$ cat config.mk
export PLATFORM = sky130hd
export DESIGN_NAME = unwrapper_flat
export DESIGN_NICKNAME = d
export VERILOG_FILES = /design/src/rtl/unwrapper_pkg.sv /design/src/rtl/unwrapper_if.sv /design/src/rtl/unwrapper_byte_fifo.sv /design/src/rtl/unwrapper.sv /design/src/flat_wrapper.sv
export SDC_FILE = /design/constraint.sdc
export NUM_CORES = 1
export LEC_CHECK = 0
export CAP_MARGIN = 15
export CORE_ASPECT_RATIO = 1.4
export CORE_MARGIN = 10
export CORE_UTILIZATION = 30
export CTS_BUF_LIST = sky130_fd_sc_hd__clkbuf_4 sky130_fd_sc_hd__clkbuf_8
export CTS_CLUSTER_SIZE = 12
export DETAILED_ROUTE_END_ITERATION = 7
export GPL_TIMING_DRIVEN = 0
export HOLD_SLACK_MARGIN = 0.08
export SLEW_MARGIN = 20
export SYNTH_ARGS = -nofsm -noshare
export SYNTH_HDL_FRONTEND = slang
export SYNTH_SLANG_ARGS = --single-unit
$ cat constraint.sdc
create_clock -name clk_i -period 6.3 [get_ports clk_i]
set_clock_uncertainty 0.05 [all_clocks]
set_input_delay 1.26 -clock clk_i [delete_from_list [all_inputs] [get_ports clk_i]]
set_output_delay 1.26 -clock clk_i [all_outputs]
set_load 0.02 [all_outputs]
$ cat src/rtl/unwrapper_pkg.sv
// rtl/unwrapper_pkg.sv - shared types and constants for the byte-to-bit unwrapper
package unwrapper_pkg;

    localparam int BYTE_W     = 8;
    localparam int FIFO_DEPTH = 2;
    localparam int NBITS_W    = 3;
    localparam int CNT_W      = 4;

    typedef enum logic [1:0] {
        IDLE  = 2'd0,
        SHIFT = 2'd1,
        DONE  = 2'd2
    } state_t;

    typedef struct packed {
        logic               last;
        logic [NBITS_W-1:0] nbits;
        logic [BYTE_W-1:0]  data;
    } byte_entry_t;

    // Number of bits a byte contributes; a final byte with nbits==0 is a full byte.
    function automatic logic [CNT_W-1:0] load_count(input byte_entry_t e);
        if (e.last && (e.nbits != '0)) begin
            return {1'b0, e.nbits};
        end
        return 4'd8;
    endfunction

endpackage

$ cat src/rtl/unwrapper_if.sv
// rtl/unwrapper_if.sv - byte-in / bit-out handshake bundle for the unwrapper
interface unwrapper_if;
    import unwrapper_pkg::*;

    logic [BYTE_W-1:0]  byte_in_i;
    logic               byte_in_vld_i;
    logic               byte_last_i;
    logic [NBITS_W-1:0] byte_nbits_i;
    logic               byte_in_rdy_o;
    logic               bit_out_o;
    logic               bit_out_vld_o;
    logic               bit_out_rdy_i;
    logic               bit_out_last_o;
    logic               decode_finish_i;
    logic               busy_o;

    modport slave (
        input  byte_in_i, byte_in_vld_i, byte_last_i, byte_nbits_i,
        input  bit_out_rdy_i, decode_finish_i,
        output byte_in_rdy_o, bit_out_o, bit_out_vld_o, bit_out_last_o, busy_o
    );

    modport master (
        output byte_in_i, byte_in_vld_i, byte_last_i, byte_nbits_i,
        output bit_out_rdy_i, decode_finish_i,
        input  byte_in_rdy_o, bit_out_o, bit_out_vld_o, bit_out_last_o, busy_o
    );

endinterface

$ cat src/rtl/unwrapper_byte_fifo.sv
// rtl/unwrapper_byte_fifo.sv - two-entry registered FIFO of {last, nbits, byte}
module unwrapper_byte_fifo
    import unwrapper_pkg::*;
(
    input  logic        clk_i,
    input  logic        reset_i,
    input  logic        flush_i,
    input  logic        push_i,
    input  byte_entry_t push_data_i,
    input  logic        pop_i,
    output byte_entry_t head_o,
    output logic        full_o,
    output logic        empty_o,
    output logic [1:0]  level_o
);

    byte_entry_t mem_q [FIFO_DEPTH];
    logic        wr_ptr_q;
    logic        rd_ptr_q;
    logic [1:0]  level_q;

    always_ff @(posedge clk_i) begin
        if (reset_i || flush_i) begin
            wr_ptr_q <= 1'b0;
            rd_ptr_q <= 1'b0;
            level_q  <= 2'd0;
        end else begin
            if (push_i) begin
                mem_q[wr_ptr_q] <= push_data_i;
                wr_ptr_q        <= ~wr_ptr_q;
            end
            if (pop_i) begin
                rd_ptr_q <= ~rd_ptr_q;
            end
            case ({push_i, pop_i})
                2'b10:   level_q <= level_q + 2'd1;
                2'b01:   level_q <= level_q - 2'd1;
                default: level_q <= level_q;
            endcase
        end
    end

    assign head_o  = mem_q[rd_ptr_q];
    assign full_o  = (level_q == 2'd2);
    assign empty_o = (level_q == 2'd0);
    assign level_o = level_q;

endmodule

$ cat src/rtl/unwrapper.sv
// rtl/unwrapper.sv - serialises packed bytes LSB-first into a bit stream for the decoder
module unwrapper
    import unwrapper_pkg::*;
(
    input  logic      clk_i,
    input  logic      reset_i,
    unwrapper_if.slave bus
);

    state_t            state_q, state_d;
    logic [BYTE_W-1:0] shreg_q, shreg_d;
    logic [CNT_W-1:0]  cnt_q, cnt_d;
    logic              sh_last_q, sh_last_d;

    byte_entry_t fifo_head, in_entry, load_entry;
    logic        fifo_full, fifo_empty, fifo_push, fifo_pop;
    logic [1:0]  fifo_level, fifo_level_d;
    logic        finish, in_rdy, bit_vld, bit_last;
    logic        byte_xfer, bit_xfer, final_xfer, loadable, bypass;

    assign finish   = bus.decode_finish_i;
    assign in_rdy   = !fifo_full && (state_q != DONE);
    assign bit_vld  = (cnt_q != '0) && (state_q != DONE);
    assign bit_last = bit_vld && (cnt_q == 4'd1) && sh_last_q;

    assign byte_xfer  = bus.byte_in_vld_i && in_rdy && !finish;
    assign bit_xfer   = bit_vld && bus.bit_out_rdy_i && !finish;
    assign final_xfer = bit_xfer && bit_last;

    // Reload when empty or as the last buffered bit leaves, so bits stay back-to-back.
    assign loadable  = (state_q != DONE) && !final_xfer &&
                       ((cnt_q == '0) || ((cnt_q == 4'd1) && bit_xfer));
    assign fifo_pop  = loadable && !fifo_empty;
    assign bypass    = loadable && fifo_empty && byte_xfer;
    assign fifo_push = byte_xfer && !bypass;

    assign in_entry   = {bus.byte_last_i, bus.byte_nbits_i, bus.byte_in_i};
    assign load_entry = fifo_pop ? fifo_head : in_entry;

    unwrapper_byte_fifo u_fifo (
        .clk_i       (clk_i),
        .reset_i     (reset_i),
        .flush_i     (finish),
        .push_i      (fifo_push),
        .push_data_i (in_entry),
        .pop_i       (fifo_pop),
        .head_o      (fifo_head),
        .full_o      (fifo_full),
        .empty_o     (fifo_empty),
        .level_o     (fifo_level)
    );

    always_ff @(posedge clk_i) begin
        if (reset_i || finish) begin
            state_q   <= IDLE;
            shreg_q   <= '0;
            cnt_q     <= '0;
            sh_last_q <= 1'b0;
        end else begin
            state_q   <= state_d;
            shreg_q   <= shreg_d;
            cnt_q     <= cnt_d;
            sh_last_q <= sh_last_d;
        end
    end

    always_comb begin
        shreg_d      = shreg_q;
        cnt_d        = cnt_q;
        sh_last_d    = sh_last_q;
        state_d      = state_q;
        fifo_level_d = fifo_level + {1'b0, fifo_push} - {1'b0, fifo_pop};

        if (fifo_pop || bypass) begin
            shreg_d   = load_entry.data;
            cnt_d     = load_count(load_entry);
            sh_last_d = load_entry.last;
        end else if (bit_xfer) begin
            shreg_d = shreg_q >> 1;
            cnt_d   = cnt_q - 4'd1;
        end

        case (state_q)
            IDLE: begin
                if (byte_xfer) state_d = SHIFT;
            end
            SHIFT: begin
                if (final_xfer) begin
                    state_d = DONE;
                end else if ((cnt_d == '0) && (fifo_level_d == 2'd0)) begin
                    state_d = IDLE;
                end
            end
            DONE:    state_d = DONE;
            default: state_d = IDLE;
        endcase
    end

    assign bus.byte_in_rdy_o  = in_rdy;
    assign bus.bit_out_o      = shreg_q[0];
    assign bus.bit_out_vld_o  = bit_vld;
    assign bus.bit_out_last_o = bit_last;
    assign bus.busy_o         = (state_q != IDLE) || !fifo_empty;

endmodule

$ cat src/flat_wrapper.sv
// flat-port wrapper written by rule: the top's interface ports become plain ports
module unwrapper_flat import unwrapper_pkg::*;
  (clk_i, reset_i, bus_byte_in_i, bus_byte_in_vld_i, bus_byte_last_i, bus_byte_nbits_i, bus_bit_out_rdy_i, bus_decode_finish_i, bus_byte_in_rdy_o, bus_bit_out_o, bus_bit_out_vld_o, bus_bit_out_last_o, bus_busy_o);
  unwrapper_if bus_i ();
  input  logic clk_i;
  input  logic reset_i;
  input wire logic [$bits(bus_i.byte_in_i)-1:0] bus_byte_in_i;
  input wire logic [$bits(bus_i.byte_in_vld_i)-1:0] bus_byte_in_vld_i;
  input wire logic [$bits(bus_i.byte_last_i)-1:0] bus_byte_last_i;
  input wire logic [$bits(bus_i.byte_nbits_i)-1:0] bus_byte_nbits_i;
  input wire logic [$bits(bus_i.bit_out_rdy_i)-1:0] bus_bit_out_rdy_i;
  input wire logic [$bits(bus_i.decode_finish_i)-1:0] bus_decode_finish_i;
  output wire logic [$bits(bus_i.byte_in_rdy_o)-1:0] bus_byte_in_rdy_o;
  output wire logic [$bits(bus_i.bit_out_o)-1:0] bus_bit_out_o;
  output wire logic [$bits(bus_i.bit_out_vld_o)-1:0] bus_bit_out_vld_o;
  output wire logic [$bits(bus_i.bit_out_last_o)-1:0] bus_bit_out_last_o;
  output wire logic [$bits(bus_i.busy_o)-1:0] bus_busy_o;
  assign bus_i.byte_in_i = bus_byte_in_i;
  assign bus_i.byte_in_vld_i = bus_byte_in_vld_i;
  assign bus_i.byte_last_i = bus_byte_last_i;
  assign bus_i.byte_nbits_i = bus_byte_nbits_i;
  assign bus_i.bit_out_rdy_i = bus_bit_out_rdy_i;
  assign bus_i.decode_finish_i = bus_decode_finish_i;
  assign bus_byte_in_rdy_o = bus_i.byte_in_rdy_o;
  assign bus_bit_out_o = bus_i.bit_out_o;
  assign bus_bit_out_vld_o = bus_i.bit_out_vld_o;
  assign bus_bit_out_last_o = bus_i.bit_out_last_o;
  assign bus_busy_o = bus_i.busy_o;
  unwrapper u_core (.clk_i(clk_i), .reset_i(reset_i), .bus(bus_i));
endmodule
==> flow_summary.ini, run 1 <==
[critical_path]
r2r_start = u_core.cnt_q[1]
crit_chain = clkdlybuf4s50_1, nand2b_1, or4_4, a31oi_1, nand2b_1, ha_1, inv_1, ha_1, xnor2_1, xnor2_1, nor3_1, a41oi_1
startpoint = bus_decode_finish_i
worstReg2RegEnd = u_core.state_q[0]
critPathSlowestCell = or4_4
r2r_setup_slack_ns = 3.10
cpPeakStageDelay_ns = 0.55
cp-end-kind = flip-flop
worstPathArrival_ns = 4.13
crit_path_start_kind = primary input
crit_end = u_core.state_q[0]
timing.reg2reg.worst_path_depth = 13
worstPathRequired_ns = 6.41
critical_path_class = primary input to flip-flop
path_max_fanout = 5

[timing]
period_share_pct = 63.8
worst_pin_slew_ns = 0.849
drv_slew = 0
max_freq_mhz = 249
hold_viol_final = 0
setup_tns_ns = 0
rsz0062_at_grt = no
maxSlewHeadroom_pct = 43.2
finalSetupViolations = 0
fin_crit_ns = 4.02

[clock_network]
htreeDepth = 2
cts.clk_slew.worst_paths_ns = 0.08
cts_resized = 0
cts_buffer_depth = 2
root_buffer = clkbuf_8
insertion_delay_ns = 0.30
post-cts-setup-buffers = 0
clkSinkCount = 44
cts_tree = done
cts_buffers = 5
holdBufCountCts = 0

[power_and_ir_drop]
combPwrFrac_pct = 11.8
peakVddDrop_mv = 0.0829
power_frac_clock_pct = 33.4
swShare_pct = 23.7
p_int_mw = 0.430
p_seq_share_pct = 54.9
p_per_area_nw_per_um2 = 215
p_switching_mw = 0.134
p_leak_nw = 0.836
p_total_mw = 0.564

[placed_design]
dpl-instance-area_sq_um = 2530
io_buffers = 21
hpwl_mm = 3.84
routabilityCongestion = 0.785

[cells_and_area]
drive_gt1_share_pct = 8.94
post-route-util_pct = 37.6
ff_latch_area_sq_um = 1120
diodes = 0
nets = 256
post-route-cell-area_sq_um = 2620
n_fill_cell = 692
multi_input_area_sq_um = 1000
area_delta_synth_final_pct = 21.2

[floorplan]
start_util_pct = 31.0
dieArea_sq_um = 11100
die_height_um = 121
core-area_sq_um = 6980
fp-row-count = 36
die_w_um = 91.8
pin_count = 22

[drt]
drt_iter0_markers = 107
antenna_left = 0
routedWlPerCell_um = 15.5
routed_wl_mm = 5.13
viasPerCell = 4.96
vias = 1637
dr.pass1.iters = 4
route.detailed.drc = 0

[synth]
yosys_warnings = 0
syn_inst = 204
yosysTopAreaCell = edfxtp_1
synth_cell_types = 42
async_reset_ff_share_pct = 0
synth_edf_count = 24
ys.flop_type = edfxtp_1
syn_nets = 226
yosys-top-cells-area = edfxtp_1 (33%), dfxtp_1 (18%), mux2i_1 (9.7%), nor2_1 (5.2%), ha_1 (2.9%)
synth_common_cells = nor2_1 (30), edfxtp_1 (24), mux2i_1 (21)
synth_most_common_cell = nor2_1
yosysTopAreaCellShare_pct = 33.3
synth_area_sq_um = 2160
synth_seq_cells = 44
synth.avg_cell_area_sq_um = 10.6
ys_seq_area_share_pct = 51.8

[global_route]
antenna_found_initial = 0
grt_pass1_vias = 1690
grt_pass1_wl_mm = 8.43
grt.overflow.total = 0
grt_use_total_pct = 9.57
grt_max_degree = 14

[min_path]
hold_class = flip-flop to flip-flop
min_path_cells = 2

[outcome]
status = complete, no violations

[run]
maxCapViolCount = 0
==> power groups by stage <==
stage | sequential (mW) | combinational (mW) | clock (mW)
6_report | 0.309 | 0.0663 | 0.188
5_1_grt | 0.310 | 0.0730 | 0.206
4_1_cts | 0.309 | 0.0662 | 0.191
3_5_place_dp | 0.316 | 0.0659 | 0
3_3_place_gp | 0.316 | 0.0647 | 0
2_1_floorplan | 0.315 | 0.0388 | 0
==> how the worst min path moves through the flow <==
stage / slack (ns) / from / endpoint
floorplan: 0.41 / u_core.sh_last_q / u_core.sh_last_q
global placement: 0.43 / u_core.sh_last_q / u_core.sh_last_q
detailed placement: 0.43 / u_core.sh_last_q / u_core.sh_last_q
CTS: 0.44 / u_core.sh_last_q / u_core.sh_last_q
global route: 0.48 / u_core.shreg_q[7] / u_core.shreg_q[7]
finish: 0.45 / u_core.sh_last_q / u_core.sh_last_q
==> layout by cell type (no fill, tap or decap), types with 2 or more instances in the layout <==
| cell type | instances |
|---|---|
| nor3b_1 | 2 |
| ha_1 | 5 |
| and2_1 | 4 |
| o22a_1 | 7 |
| clkbuf_8 | 6 |
| a21oi_1 | 11 |
| o21ai_0 | 4 |
| mux2i_1 | 21 |
| nor2b_1 | 3 |
| buf_6 | 2 |
| nand2b_1 | 5 |
| clkbuf_1 | 6 |
| a21oi_2 | 2 |
| or2_2 | 2 |
| nor2_1 | 30 |
| clkdlybuf4s50_1 | 21 |
| nand2_1 | 6 |
| nor4_1 | 3 |
| inv_1 | 4 |
| or3_1 | 4 |
| dfxtp_1 | 20 |
| nor3_1 | 5 |
| edfxtp_1 | 24 |
| xnor2_1 | 5 |
| buf_2 | 2 |
| a31oi_1 | 8 |
==> per-layer routing <==
metal / routed length (um) / track usage [%]
met1: 2170 / 10.5
met2: 2680 / 17.6
met3: 172 / 1.86
met4: 104 / 3.87
met5: 0 / 0
==> critical path, delay by kind of cell <==
| kind | cells | cell delay, ns |
|---|---|---|
| buffers and inverters | 2 | 0.55 |
| xor gates and xnor gates | 2 | 0.21 |
| and+or+nand+nor | 4 | 1.23 |
| AOI/OAI and AO/OA | 2 | 0.44 |
| adders and majority gates | 2 | 0.45 |
==> cells by family (layout without fill, tap and decap cells) <==
family                     count (synthesis)  after routing  synth area share [%]
buffers and inverters                     13             44                  2.37
muxes                                     22             22                  10.2
and+or+nand+nor                           73             73                  17.2
adders and majority gates                  5              5                  2.89
AOI/OAI and AO/OA                         41             41                  13.1
DFF                                       44             44                  51.8
xor gates and xnor gates                   6              6                  2.43
==> sequential cells by signal (all words and copies together), names as in the netlist, named ones only <==
name                    flops
u_core.sh_last_q            1
u_core.state_q              2
u_core.u_fifo.mem_q        24
u_core.shreg_q              8
u_core.cnt_q                4
u_core.u_fifo.rd_ptr_q      1
u_core.u_fifo.level_o       2
u_core.u_fifo.wr_ptr_q      1
==> final cells by class <==
| type | instances | area share [%] |
|---|---|---|
| Sequential cell | 44 | 42.7 |
| Clock buffer | 7 | 3.43 |
| Multi-Input combinational cell | 147 | 38.2 |
| Timing Repair Buffer | 23 | 8.87 |
| Inverter | 4 | 0.572 |
| Clock inverter | 1 | 0.286 |
| Buffer | 9 | 1.38 |
| Tap cell | 95 | 4.53 |
==> metrics by stage <==
step	worst slack [ns]	hold WS (ns)	cells
4_1_cts	2.29	0.441	330
6_report	2.28	0.451	330
3_3_place_gp	1.36	0.425	320
2_1_floorplan	2.85	0.408	204
5_1_grt	1.99	0.479	330
3_5_place_dp	1.93	0.430	322
Power figures use the tool's default switching activity.
==> run 2: changes to the inputs <==
==> constraint.sdc (replaced) <==
create_clock -name clk_i -period 3.4 [get_ports clk_i]
set_clock_uncertainty 0.05 [all_clocks]
set_input_delay 0.68 -clock clk_i [delete_from_list [all_inputs] [get_ports clk_i]]
set_output_delay 0.68 -clock clk_i [all_outputs]
set_load 0.02 [all_outputs]
==> run 2 against run 1 <==
Effect of this change: sequential share of layout area is 0.72 points lower; critical endpoint unchanged; hold slack is essentially flat; non-clock buffer count stayed put; power grew 86%; register-to-register slack worse by 2.8 ns; via count about the same.
==> flow_summary.ini, run 2 (synthesis gave the netlist of run 1 again) <==
[outcome]
status = complete, no violations

[power_and_ir_drop]
peakVddDrop_mv = 0.154
p_int_mw = 0.801
p_seq_share_pct = 54.6
p_per_area_nw_per_um2 = 394
p_leak_nw = 0.866
combPwrFrac_pct = 12.3
swShare_pct = 23.7
power_frac_clock_pct = 33.2
p_switching_mw = 0.249

[placed_design]
hpwl_mm = 3.84
io_buffers = 21
dpl.cell_count = 322
dpl-instance-area_sq_um = 2530
routabilityCongestion = 0.785

[timing]
worst_pin_slew_ns = 0.718
rsz0062_at_grt = no
period_share_pct = 92.5
maxSlewHeadroom_pct = 51.9
max_freq_mhz = 318
worst_hold_slack_ns = 0.451
setup_tns_ns = 0
hold_viol_final = 0
fin_crit_ns = 3.14
drv_slew = 0
finalSetupViolations = 0

[clock_network]
cts_tree = done
htreeDepth = 2
clkSinkCount = 44
insertion_delay_ns = 0.30
cts_buffer_depth = 2
cts_buffers = 5
post-cts-setup-buffers = 0
cts.clk_slew.worst_paths_ns = 0.08
root_buffer = clkbuf_8

[global_route]
grt.overflow.total = 0
grt_pass1_vias = 1690
grt_pass1_wl_mm = 8.43
antenna_found_initial = 0
grt_max_degree = 14
grt_use_total_pct = 9.57

[floorplan]
die_height_um = 121
fp-row-count = 36
dieArea_sq_um = 11100
pin_count = 22
core-area_sq_um = 6980
start_util_pct = 31.0
die_w_um = 91.8

[drt]
routedWlPerCell_um = 15.6
route.detailed.drc = 0
antenna_left = 0
viasPerCell = 4.96
vias = 1638
dr.pass1.iters = 4
routed_wl_mm = 5.14
drt_iter0_markers = 109

[cells_and_area]
largest_reg_flops = 24
diodes = 0
post-route-util_pct = 38.2
final_common_cell = nor2_1
finalNonFillerCells = 330
post-route-cell-area_sq_um = 2670
final_cell_mix = nor2_1 (29), edfxtp_1 (24), mux2i_1 (21), dfxtp_1 (20), clkdlybuf4s50_1 (20)
area_delta_synth_final_pct = 23.3
reg_top3 = u_core.u_fifo.mem_q x24, u_core.shreg_q x8, u_core.cnt_q x4
drive_gt1_share_pct = 11.5
top_register = u_core.u_fifo.mem_q
nets = 256

[min_path]
hold_class = flip-flop to flip-flop
min_path_cells = 2

[critical_path]
worstPathRequired_ns = 3.51
r2r_setup_slack_ns = 0.35
path_max_fanout = 5
critical_path_class = primary input to flip-flop
cp-end-kind = flip-flop
timing.reg2reg.worst_path_depth = 13
worstPathArrival_ns = 3.25
crit_path_start_kind = primary input

[run]
maxCapViolCount = 0
[run 2: stage by stage]
stage	power, mW	worst slack, ns
6_report	1.05	0.256
5_1_grt	1.10	0.0692
4_1_cts	1.05	0.0126
3_5_place_dp	0.708	-0.385
3_3_place_gp	0.705	-0.962
2_1_floorplan	0.656	0.532
[run 2: critical path, stage by stage]
cell	delay [ns]
clkdlybuf4s50_1	0.53
nand2b_4	0.08
or4_4	0.54
a31oi_4	0.21
nand2b_4	0.18
ha_1	0.28
inv_1	0.07
ha_1	0.14
xnor2_1	0.13
xnor2_1	0.09
nor3_2	0.17
a41oi_1	0.14
[run 2: final timing paths]
path                             to               from
setup / recovery  u_core.state_q[0]  bus_bit_out_rdy_i
hold reg to reg    u_core.sh_last_q   u_core.sh_last_q
setup reg to reg  u_core.state_q[0]    u_core.cnt_q[1]
hold / removal     u_core.sh_last_q   u_core.sh_last_q
[run 2: timing repair]
item                       in CTS  in global routing
setup endpoints to repair       1                  1
hold buffers                    0                  0
pin swaps                       0                  1
gates cloned                    0                  0
resized for setup               1                  9
[run 2: power groups by stage]
stage / combinational (mW) / sequential [mW] / clock [mW]
after floorplan: 0.0720 / 0.584 / 0
after global placement: 0.120 / 0.585 / 0
after detailed placement: 0.122 / 0.586 / 0
after CTS: 0.123 / 0.573 / 0.353
after global routing: 0.142 / 0.574 / 0.383
final: 0.129 / 0.573 / 0.348
[run 2: area by class of cell]
class	count	area, sq um
clock buffers	7	90.1
clock inverters	1	7.51
fillers	685	4310
repair buffers	23	235
multi-input cells	147	1040
well taps	95	119
flip-flops and latches	44	1120
plain buffers	9	36.3
inverters	4	15.0
[run 2: layer usage]
metal | routed length (um) | vias to the layer above | GRT usage, %
li1 | - | 806 | -
met1 | 2110 | 780 | 10.5
met2 | 2710 | 42 | 17.6
met3 | 215 | 10 | 1.86
met4 | 104 | 0 | 3.87
met5 | 0 | - | 0
